===== config.mk =====
export PLATFORM = sky130hd
export DESIGN_NAME = dmem_arbiter
export DESIGN_NICKNAME = d
export VERILOG_FILES = /design/src/rtl/dmem_arb_pkg.sv /design/src/rtl/dmem_arb_resp.sv /design/src/rtl/dmem_arbiter.sv
export SDC_FILE = /design/constraint.sdc
export NUM_CORES = 1
export LEC_CHECK = 0
export ABC_AREA = 1
export BUFFER_PORTS_ARGS = -buffer_cell sky130_fd_sc_hd__buf_4
export CAP_MARGIN = 20
export CORE_AREA = 2 2 104 106
export CTS_BUF_LIST = sky130_fd_sc_hd__clkbuf_16
export DETAILED_ROUTE_END_ITERATION = 8
export DIE_AREA = 0 0 106 108
export PLACE_DENSITY_LB_ADDON = 0.05
export SYNTH_ARGS = -nofsm -noshare
export SYNTH_HDL_FRONTEND = slang
export SYNTH_SLANG_ARGS = --single-unit

===== constraint.sdc =====
create_clock -name clk -period 4 [get_ports clk]
set_clock_uncertainty 0.15 [all_clocks]
set_input_delay 0.4 -clock clk [delete_from_list [all_inputs] [get_ports clk]]
set_output_delay 0.4 -clock clk [all_outputs]
set_load 0.005 [all_outputs]

===== src/rtl/dmem_arb_pkg.sv =====
// Shared types for the data-memory arbiter.
// Build option DMEM_ARB_RR_EN selects round-robin tie breaking.
package dmem_arb_pkg;

    localparam int ARB_AW = 32;
    localparam int ARB_DW = 32;

    typedef enum logic [1:0] {
        ARB,
        LOCK0,
        LOCK1
    } arb_state_t;

    typedef logic port_t;

    typedef struct packed {
        logic              req;
        logic              we;
        logic              lock;
        logic [ARB_AW-1:0] addr;
        logic [ARB_DW-1:0] wdata;
    } arb_req_t;

    // Returns {gnt1, gnt0}; pref1 decides a tie.
    function automatic logic [1:0] arb_pick(
        input logic r0,
        input logic r1,
        input logic pref1
    );
        logic [1:0] g;
        g = 2'b00;
        if (r0 && r1)
            g = pref1 ? 2'b10 : 2'b01;
        else if (r0)
            g = 2'b01;
        else if (r1)
            g = 2'b10;
        return g;
    endfunction

endpackage


===== src/rtl/dmem_arb_resp.sv =====
// Read-response register and per-port rvalid/rdata demux.
// One cycle of latency from grant to rvalid.
module dmem_arb_resp
    import dmem_arb_pkg::*;
#(
    parameter int DW = 32
) (
    input  logic          clk,
    input  logic          reset,
    input  logic          cap_valid,
    input  port_t         cap_owner,
    input  logic [DW-1:0] mem_rdata,
    output logic          rvalid0,
    output logic          rvalid1,
    output logic [DW-1:0] rdata
);

    logic  valid;
    port_t owner;
    logic  live;

    always_ff @(posedge clk) begin
        if (reset) begin
            valid <= 1'b0;
            owner <= 1'b0;
        end else begin
            valid <= cap_valid;
            owner <= cap_owner;
        end
    end

    // A read still in flight when reset rises is squashed.
    assign live    = valid & ~reset;
    assign rvalid0 = live & (owner == 1'b0);
    assign rvalid1 = live & (owner == 1'b1);
    assign rdata   = live ? mem_rdata : '0;

endmodule


===== src/rtl/dmem_arbiter.sv =====
// Two-port DMEM arbiter with locked bursts and tagged read return.
// DMEM_ARB_RR_EN: round-robin ties; otherwise fixed priority + anti-starve.
module dmem_arbiter
    import dmem_arb_pkg::*;
#(
    parameter int AW           = 32,
    parameter int DW           = 32,
    parameter int LOCK_MAX     = 8,
    parameter int STARVE_LIMIT = 4
) (
    input  logic          clk,
    input  logic          reset,
    input  logic          req0,
    input  logic          req1,
    input  logic          we0,
    input  logic          we1,
    input  logic [AW-1:0] addr0,
    input  logic [AW-1:0] addr1,
    input  logic [DW-1:0] wdata0,
    input  logic [DW-1:0] wdata1,
    input  logic          lock0,
    input  logic          lock1,
    output logic          gnt0,
    output logic          gnt1,
    output logic          rvalid0,
    output logic          rvalid1,
    output logic [DW-1:0] rdata,
    output logic          core_stall,
    output logic          mem_en,
    output logic          mem_we,
    output logic [AW-1:0] mem_addr,
    output logic [DW-1:0] mem_wdata,
    input  logic [DW-1:0] mem_rdata
);

    localparam int LCW = $clog2(LOCK_MAX + 1);

    arb_req_t   r0;
    arb_req_t   r1;
    arb_state_t state;
    logic [LCW-1:0] lock_cnt;
    logic       pref1;
    logic       hold;
    logic       lk;
    logic       g0;
    logic       g1;

    assign r0 = '{req: req0, we: we0, lock: lock0,
                  addr: ARB_AW'(addr0), wdata: ARB_DW'(wdata0)};
    assign r1 = '{req: req1, we: we1, lock: lock1,
                  addr: ARB_AW'(addr1), wdata: ARB_DW'(wdata1)};

`ifdef DMEM_ARB_RR_EN
    port_t last;

    assign pref1 = (last == 1'b0);

    always_ff @(posedge clk) begin
        if (reset)
            last <= 1'b1;
        else if (!hold && (g0 || g1))
            last <= g1;
    end
`else
    localparam int SCW = $clog2(STARVE_LIMIT + 1);

    logic [SCW-1:0] starve;

    assign pref1 = (starve == SCW'(STARVE_LIMIT));

    always_ff @(posedge clk) begin
        if (reset)
            starve <= '0;
        else if (!r1.req || g1)
            starve <= '0;
        else if (state == ARB && !pref1)
            starve <= starve + SCW'(1);
    end
`endif

    always_comb begin
        hold = (state == LOCK0 && r0.req) ||
               (state == LOCK1 && r1.req);
        lk   = (state == LOCK0) ? r0.lock : r1.lock;
        if (reset)
            {g1, g0} = 2'b00;
        else if (state == LOCK0 && r0.req)
            {g1, g0} = 2'b01;
        else if (state == LOCK1 && r1.req)
            {g1, g0} = 2'b10;
        else
            {g1, g0} = arb_pick(r0.req, r1.req, pref1);
    end

    assign gnt0       = g0;
    assign gnt1       = g1;
    assign core_stall = req0 & ~g0;
    assign mem_en     = g0 | g1;

    always_comb begin
        mem_we    = 1'b0;
        mem_addr  = '0;
        mem_wdata = '0;
        if (g0) begin
            mem_we    = r0.we;
            mem_addr  = AW'(r0.addr);
            mem_wdata = DW'(r0.wdata);
        end else if (g1) begin
            mem_we    = r1.we;
            mem_addr  = AW'(r1.addr);
            mem_wdata = DW'(r1.wdata);
        end
    end

    // lock_cnt counts grants of the current burst, entry grant included.
    always_ff @(posedge clk) begin
        if (reset) begin
            state    <= ARB;
            lock_cnt <= '0;
        end else if (hold) begin
            if (!lk || lock_cnt == LCW'(LOCK_MAX - 1)) begin
                state    <= ARB;
                lock_cnt <= '0;
            end else begin
                lock_cnt <= lock_cnt + LCW'(1);
            end
        end else if (g0 && r0.lock && LOCK_MAX > 1) begin
            state    <= LOCK0;
            lock_cnt <= LCW'(1);
        end else if (g1 && r1.lock && LOCK_MAX > 1) begin
            state    <= LOCK1;
            lock_cnt <= LCW'(1);
        end else begin
            state    <= ARB;
            lock_cnt <= '0;
        end
    end

    dmem_arb_resp #(
        .DW(DW)
    ) u_resp (
        .clk       (clk),
        .reset     (reset),
        .cap_valid (mem_en & ~mem_we),
        .cap_owner (g1),
        .mem_rdata (mem_rdata),
        .rvalid0   (rvalid0),
        .rvalid1   (rvalid1),
        .rdata     (rdata)
    );

endmodule


Word-level counts from Yosys, hierarchy flattened
Index checks and enable logic that the tools add are counted.
Word-level totals
  register bits: 11
  bits in latches: 0
  RAM bits: 0
  ROM bits: 0
  bits of input ports: 168
  output and inout bits: 103
  logic and storage cells: 62
  memories: 0
Operators by class
  $add $sub $neg: 2
  multipliers: 0
  divide/modulo/power cells: 0
  magnitude comparators: 0
  eq/ne operators: 5
  shift operators: 0
  muxes and demuxes: 26
  bitwise gates (word level): 10
  reductions and logical operators: 14
Operators with widths (number)
  32-bit two-way mux: 5
  2-bit two-way mux: 8
  1-bit two-way mux: 11
  4-bit two-way mux: 2
  1-bit logical AND: 6
  1-bit bitwise AND: 5
  4-bit by 1-bit adder with 4-bit output, second input constant: 1
  4-bit by 3-bit equality test with 1-bit output, second input constant: 1
  1-bit inverter: 4
  3-bit by 1-bit adder with 3-bit output, second input constant: 1
  3-bit equality test, second input constant: 1
  1-bit logical NOT: 3
  1-bit logical OR: 3
  2-bit by 1-bit equality test with 1-bit output, second input constant: 1
  2-bit equality test, second input constant: 1
  2-bit logical NOT: 1
  2-bit by 1-bit inequality test with 1-bit output, second input constant: 1
  2-bit OR reduction: 1
  1-bit OR: 1

Depth between registers and ports, before layout
Gate-level depths: netlist of run 1.
  depth after elaboration: 10
  gate-level depth with buffers: 10
  gate-level depth less buffers: 9

Hierarchy
From an unflattened synthesis of run 1, not the netlist that was laid out.
Second synthesis, totals
  cells, all modules: 361
  area total of the unflattened synthesis: 1704.1 µm²
Modules (own cells, without submodules)
  dmem_arbiter: instances 1, cells an instance 283, area each 1338.8 µm², sequential area each 180.2 µm²
  dmem_arb_resp: instances 1, cells an instance 78, area each 365.4 µm², sequential area each 40.0 µm²

Worst setup path after synthesis of run 1
Ideal clock, no wire load.
  path type: register -> output
  from: register starve[0]
  to: output mem_addr[10]
  arrival time: 1.333 ns
  required time: 3.450 ns
  slack: 2.117 ns
  stages on the path, launching flop included: 10
  path buffers: 2
  path through: dfxtp_1 -> inv_1 -> ha_1 -> nand3_1 -> nand3_2 -> a21oi_2 -> buf_4 -> buf_6 -> nand2_1 -> nand2_1
On the way
  word-level cells in the longest chain between the ends: 8
  elaborated cells on any way between the ends: 11
  classes of those cells: eq/ne (1); mux (10)
Ends and longest elaborated chain
  start, declared: RTL line dmem_arbiter.sv:67  | logic [SCW-1:0] starve;
  start signal, assigned: RTL line dmem_arbiter.sv:77  | starve <= starve + SCW'(1);
  3-bit equality test (*): RTL line dmem_arbiter.sv:69  | assign pref1 = (starve == SCW'(STARVE_LIMIT));
  2-bit two-way mux (*): RTL line dmem_arb_pkg.sv:33  | g = pref1 ? 2'b10 : 2'b01;
  2-bit two-way mux (*): RTL line dmem_arb_pkg.sv:32  | if (r0 && r1)
  1-bit two-way mux: RTL line dmem_arbiter.sv:89  | else if (state == LOCK1 && r1.req)
  1-bit two-way mux: RTL line dmem_arbiter.sv:87  | else if (state == LOCK0 && r0.req)
  1-bit two-way mux: RTL line dmem_arbiter.sv:85  | if (reset)
  32-bit two-way mux: RTL line dmem_arbiter.sv:108  | end else if (g1) begin
  32-bit two-way mux (*): RTL line dmem_arbiter.sv:104  | if (g0) begin
  end, declared: RTL line dmem_arbiter.sv:31  | output logic [AW-1:0] mem_addr,
Mark *: on every way between the ends. The rest lies on a longest branch, timed or not.

Worst setup path in the final report of run 1
  from: register starve[0]
  to: output mem_addr[22]
The elaborated chain is that of the path after synthesis.

==> impl_metrics.tcl, run 1 <==
set metrics [dict create \
    synthSimpleGateAreaFrac_pct 63.3 \
    die_w_um 106 \
    grt_use_total_pct 14.4 \
    crit_fanout 68 \
    rsz0062_at_grt "false" \
    nets 789 \
    critPathKind "reg2out" \
    tightest_slew_ns 0.694 \
    post_cts.repair.setup_buffers 0 \
    reg2reg_depth 8 \
    synth-seq-cells 11 \
    synth_area_um2 1650 \
    cpLargestDelayFamily "buffers and inverters" \
    drt_first_pass_iters 4 \
    drcViolationCount 0 \
    cts_tree "done" \
    final.period_utilization_pct 67.2 \
    syn_avg_cell_area_um2 4.62 \
    critPathLaunchType "register" \
    r2r-end "u_resp.valid" \
    gp_congestion 0.799 \
    synthMuxAreaShare_pct 0 \
    crit_required_ns 3.45 \
    fin_util_pct 37.8 \
    num_rows 37 \
    seq_area_frac_synth_pct 13.3 \
    hold_buffers 0 \
    fillers 1125 \
    grt_first_pass_wirelength_um 13400 \
    synth_xor_area_share_pct 1.59 \
    clk_pin_slew_ns 0.04 \
    antenna_left 0 \
    max_cap_viol_count 0 \
    ir_worst_vdd_mv 0.165 \
    ios 271 \
    setup_viol 0 \
    synthCells 357 \
    final_layout_size_suffix_gt1_share_pct 46.0 \
    r2r_slack_ns 1.94 \
    cp_slowest_cell "buf_4" \
    cp.arrival_ns 2.14 \
    slew-limit-headroom_pct 53.8 \
    vias 2979 \
    antenna_found_initial 0 \
    dpl.hpwl_um 7560 \
    dieArea_um2 11400 \
    insertion_delay_ns 0.23 \
    synth_top_family_by_area "simple AND/OR/NAND/NOR gates" \
    wl_per_cell_um 12.0 \
    clock.fmax_ghz 0.372 \
    hold_path_depth 2 \
    synth_cell_types 20 \
    synth_warnings 0 \
    grt_max_degree 69 \
    fin_crit_ns 2.69 \
    die_h_um 108 \
    initial_utilization_pct 16.1 \
    worstSetupEndpointType "output pin" \
    dp_cells 748 \
    slew_viol_final 0 \
    syn2layout_area_growth_pct 134 \
    first_global_vias 2774 \
    status "completed" \
    io_buffers 270 \
    hold_viol 0 \
    cts_buffers 3 \
    cts_sinks 11 \
    synth_nets 528 \
    whs_endpoint "lock_cnt[0]" \
    stdcell_count 753 \
    p_leak_nw 2.47 \
    power.density_cell_area_nw_per_um2 163 \
    placeableCoreArea_um2 10200 \
    wl_um 9020 \
    cts.repair.resized 0 \
    cp_slowest_stage_delay_ns 0.54 \
    clockRootBuffer "clkbuf_16" \
    clockBufferDepth 2 \
    fin_setup_tns_ns 0 \
    path_buf_inv 3 \
    drtIter0Drc 136 \
    htreeDepth 1 \
    synth_fa_ha_area_share_pct 2.27 \
    antenna_cells 0 \
    worstHoldStart "reset" \
    min_path_type "in2reg" \
    synth_compound_area_share_pct 2.12 \
    gr-total-overflow 0 \
    crit_chain "inv_1 -> ha_1 -> nand3_1 -> nand3_2 -> a21oi_4 -> buf_4 -> nand2_1 -> nand2_1 -> buf_4" \
    viasPerCell 3.96 \
    rr_startpoint "starve[0]" \
    power.total_mw 0.630 \
]
-- worst register-to-register path: stages (launching register included) --
cell     delay, ns
dfxtp_1       0.34
inv_1         0.06
ha_1          0.20
nand3_1       0.10
nand3_2       0.11
a21oi_4       0.12
buf_4         0.54
nor2_1        0.19
nor2_1        0.17
-- metrics by stage --
step	cell area [µm²]	hold slack (ns)	worst slack [ns]
after floorplan	1650	0.307	2.12
after global placement	3760	0.325	1.55
after detailed placement	3760	0.330	1.54
after CTS	3840	0.223	1.27
after global routing	3870	0.231	1.04
final	3870	0.224	1.31
-- cell type report --
cell class                      count  area [µm²]  share of cell area (%)
Sequential cell                    11         220                    5.69
Multi-Input combinational cell    281        1150                    29.7
Clock inverter                      1        3.75                  0.0970
Timing Repair Buffer              273        2070                    53.5
Inverter                           48         180                    4.66
Tap cell                          136         170                    4.40
Clock buffer                        3        75.1                    1.94
-- power breakdown --
group / internal [mW] / switching (mW)
combinational: 0.206 / 0.129
clock: 0.131 / 0.0470
sequential: 0.114 / 0.00301
-- cells by family (layout without fill, tap and decap cells) --
group,Yosys count,count (layout)
AO/OA/AOI/OAI,6,6
adder cells (fa/ha/maj),3,3
AND/OR/NAND/NOR,269,269
buffers and inverters,65,325
XOR/XNOR,3,3
flip-flops,11,11
-- state kept, by name, indices dropped and copies added, names as in the netlist --
signal and count:
lock_cnt 4, starve 3, state 2, u_resp.owner 1, u_resp.valid 1
-- cell usage in the layout, fill, tap and decap left out, drive strengths merged --
cell / instances
a21oi: 4
buf: 273
clkbuf: 3
dfxtp: 11
ha: 3
inv: 49
nand2: 210
nand3: 11
nand3b: 1
nand4: 1
nor2: 46
o21ai: 1
o22ai: 1
xnor2: 1
xor2: 2
-- cells in the mapped netlist (all sizes together) --
master / number / area share [%]
nand2: 210 / 48
o22ai: 1 / 0.38
buf: 14 / 5.8
xnor2: 1 / 0.53
o21ai: 1 / 0.30
nand4: 1 / 0.38
inv: 48 / 11
nand3b: 1 / 0.46
xor2: 2 / 1.1
dfxtp: 11 / 13
clkbuf: 3 / 0.68
nor2: 46 / 10
nand3: 11 / 4.2
a21oi: 4 / 1.4
ha: 3 / 2.3
-- how the worst max path moves through the flow --
stage	from	to	slack, ns	cells after the start
after detailed placement	starve[0]	mem_wdata[24]	1.54	9
after floorplan	starve[0]	mem_addr[10]	2.12	9
after global routing	starve[0]	mem_wdata[24]	1.04	9
final	starve[0]	mem_addr[22]	1.31	9
after global placement	starve[0]	mem_we	1.55	9
after CTS	starve[0]	mem_wdata[24]	1.27	9
-- per-layer routing --
| metal | part of all wire [%] | track usage (%) | vias up |
|---|---|---|---|
| met4 | 2.6 | 4.32 | 0 |
| met2 | 53 | 28.7 | 167 |
| met5 | 0 | 0 | - |
| met1 | 34 | 14.6 | 1245 |
| met3 | 9.8 | 4.04 | 16 |
| li1 | - | - | 1551 |
No activity file was read; power rests on OpenSTA's default activity.
==> run 2, diff against run 1 <==
--- a/config.mk
+++ b/config.mk
@@ -5,13 +5,13 @@
 export SDC_FILE = /design/constraint.sdc
 export NUM_CORES = 1
 export LEC_CHECK = 0
-export ABC_AREA = 1
+export ABC_AREA = 0
 export BUFFER_PORTS_ARGS = -buffer_cell sky130_fd_sc_hd__buf_4
 export CAP_MARGIN = 20
-export CORE_AREA = 2 2 104 106
+export CORE_AREA = 2 2 106 108
 export CTS_BUF_LIST = sky130_fd_sc_hd__clkbuf_16
 export DETAILED_ROUTE_END_ITERATION = 8
-export DIE_AREA = 0 0 106 108
+export DIE_AREA = 0 0 108 110
 export PLACE_DENSITY_LB_ADDON = 0.05
 export SYNTH_ARGS = -nofsm -noshare
 export SYNTH_HDL_FRONTEND = slang
==> constraint.sdc (replaced) <==
create_clock -name clk -period 2.3 [get_ports clk]
set_clock_uncertainty 0.15 [all_clocks]
set_input_delay 0.23 -clock clk [delete_from_list [all_inputs] [get_ports clk]]
set_output_delay 0.23 -clock clk [all_outputs]
set_load 0.005 [all_outputs]
==> run 2 against run 1 <==
Against the previous run: the run now ends with negative setup slack left; first-iteration DRC count shrank 18%; highest routed layer unchanged; critical endpoint is now mem_wdata[20]; sequential share of layout area is 0.16 points lower; wire length rose by 11%; global-route usage about the same; via count fell by 11%; sequential power rose by 73%; largest power group unchanged; final cell count down 20%; sequential cell count stayed put; worst setup slack got worse by 1.3 ns; utilization is 0.21 points lower; non-clock buffer count is 20 higher; combinational power is 84% higher.
==> impl_metrics.tcl, run 2 <==
set metrics [dict create \
    hold_buffers 0 \
    min_path_type "in2reg" \
    critPathKind "reg2out" \
    dpl.hpwl_um 7490 \
    grt_use_total_pct 14.4 \
    power.density_cell_area_nw_per_um2 281 \
    violations "negative setup slack" \
    drcViolationCount 0 \
    synth_common_cells "a22o_1 (64), and2_1 (36), buf_2 (11), dfxtp_1 (11), clkbuf_1 (8)" \
    clockRootBuffer "clkbuf_16" \
    drtIter0Drc 112 \
    vias 2666 \
    antenna_cells 0 \
    worstSetupEndpointType "output pin" \
    cts_sinks 11 \
    drt_first_pass_iters 4 \
    synth-seq-cells 11 \
    final_cell_mix "buf_4 (279), a22o_1 (64), and2_1 (36)" \
    cts_buffers 3 \
    antenna_found_initial 0 \
    power.total_mw 1.13 \
    synthSimpleGateAreaFrac_pct 24.6 \
    wl_um 10000 \
    insertion_delay_ns 0.23 \
    async_flop_share_pct 0 \
    viasPerCell 4.42 \
    top_register "lock_cnt" \
    synth_top_area_cell "a22o_1" \
    final.period_utilization_pct 101 \
    gp_congestion 0.761 \
    status "finished with violations" \
    clockBufferDepth 2 \
    ir_worst_vdd_mv 0.252 \
    grt_first_pass_wirelength_um 13200 \
    r2r_slack_ns 0.53 \
    seq_area_frac_synth_pct 14.8 \
    critPathLaunchType "register" \
    synth_compound_area_share_pct 47.7 \
    hold_viol 0 \
    nets 635 \
    slew_viol_final 0 \
    synthTopCellsByArea "a22o_1 (38%), and2_1 (15%), dfxtp_1 (15%)" \
    dieArea_um2 11900 \
    wl_per_cell_um 16.6 \
    setup_viol 7 \
    rsz0062_at_grt "true" \
    ios 271 \
    io_buffers 270 \
    initial_utilization_pct 13.9 \
    top_regs "lock_cnt: 4 flops, starve: 3 flops, state: 2 flops" \
    die_h_um 110 \
    crit_required_ns 1.92 \
    fin_setup_tns_ns -0.0536 \
    final_common_cell "buf_4" \
    yosysMostFrequentCell "a22o_1" \
    die_w_um 108 \
    synth-main-ff-cell "dfxtp_1" \
    synth_nets 358 \
    synth_area_um2 1490 \
    placeableCoreArea_um2 10700 \
    synth_top_family_by_area "compound AO/OA/AOI/OAI gates" \
    clock.fmax_ghz 0.431 \
    htreeDepth 1 \
    max_cap_viol_count 0 \
    fin_crit_ns 2.32 \
    syn_avg_cell_area_um2 7.98 \
    synth_fa_ha_area_share_pct 3.27 \
    fin_util_pct 37.6 \
    cts_tree "done" \
    gr-total-overflow 0 \
    synth_warnings 0 \
    synthMuxAreaShare_pct 0 \
    synthCells 187 \
    clk_pin_slew_ns 0.04 \
    multi_input_area_um2 1170 \
    largest_reg_flops 4 \
    seqCellArea_um2 223 \
    fin_area_um2 4020 \
    first_global_vias 2585 \
    antenna_left 0 \
    final_layout_size_suffix_gt1_share_pct 66.1 \
    fin_ws_ns -0.0217 \
    p_leak_nw 2.10 \
    fillers 1075 \
    grt_max_degree 35 \
    tightest_slew_ns 0.471 \
    synth_top_area_share_pct 37.6 \
    slew-limit-headroom_pct 68.6 \
    crit_fanout 7 \
    placed_area_um2 3680 \
    syn2layout_area_growth_pct 170 \
    cp.arrival_ns 1.94 \
    num_rows 38 \
    synth_xor_area_share_pct 1.17 \
    synth_cell_types 35 \
    synth_edf_count 0 \
]
[run 2: path summary, 6_finish.rpt]
path | from | end | cells past startpoint
max | starve[0] | mem_wdata[20] | 10
max reg2reg | state[0] | lock_cnt[0] | 6
min | we1 | u_resp.valid | 2
min reg2reg | lock_cnt[2] | lock_cnt[2] | 2
[run 2: report_power, final]
part	total, mW	internal, mW	switching, mW
logic	0.615	0.415	0.201
clock network	0.314	0.228	0.0857
registers	0.202	0.198	0.00430
total	1.13	0.840	0.291
[run 2: routing by layer]
metal	vias up	GRT usage, %	wire length [µm]
li1	1271	-	-
met1	1210	15.3	3490
met2	177	28.8	5470
met3	8	3.59	935
met4	0	2.93	115
met5	-	0	0
[run 2: area by class of cell]
| class | count | share of cell area, % |
|---|---|---|
| flip-flops and latches | 11 | 5.53 |
| inverters | 5 | 0.466 |
| repair buffers | 293 | 58.6 |
| clock buffers | 3 | 1.87 |
| clock inverters | 1 | 0.0933 |
| multi-input cells | 150 | 29.1 |
| well taps | 140 | 4.35 |
[run 2: kinds of logic after synthesis]
logic type      Yosys count
compound gates           83
xor+xnor                  2
fa+ha+maj                 4
buf+inv                  26
flops                    11
simple gates             61
[run 2: critical path, cell delays in order, from the launching register on]
cell and delay (ns):
dfxtp_2 0.32, inv_2 0.07, ha_4 0.13, nand2_2 0.06, maj3_2 0.33, a21boi_4 0.17, buf_6 0.13, buf_6 0.12
buf_16 0.13, a22o_1 0.14, buf_6 0.10
[run 2: through the flow]
| step | hold slack (ns) | setup slack [ns] | std cells |
|---|---|---|---|
| 5_1_grt | 0.0416 | -0.112 | 603 |
| 6_report | 0.0345 | -0.0217 | 603 |
| 4_1_cts | 0.0348 | -0.0340 | 602 |
| 3_5_place_dp | 0.282 | 0.144 | 584 |
| 2_1_floorplan | 0.174 | 0.269 | 187 |
| 3_3_place_gp | 0.275 | 0.159 | 584 |
[run 2: what timing repair did]
action                                  in CTS  in global routing
gates cloned                                 5                  2
pin swaps                                    5                  5
resized for setup                           17                  6
endpoints found under the setup margin      66                 65
setup buffers                                9                  1
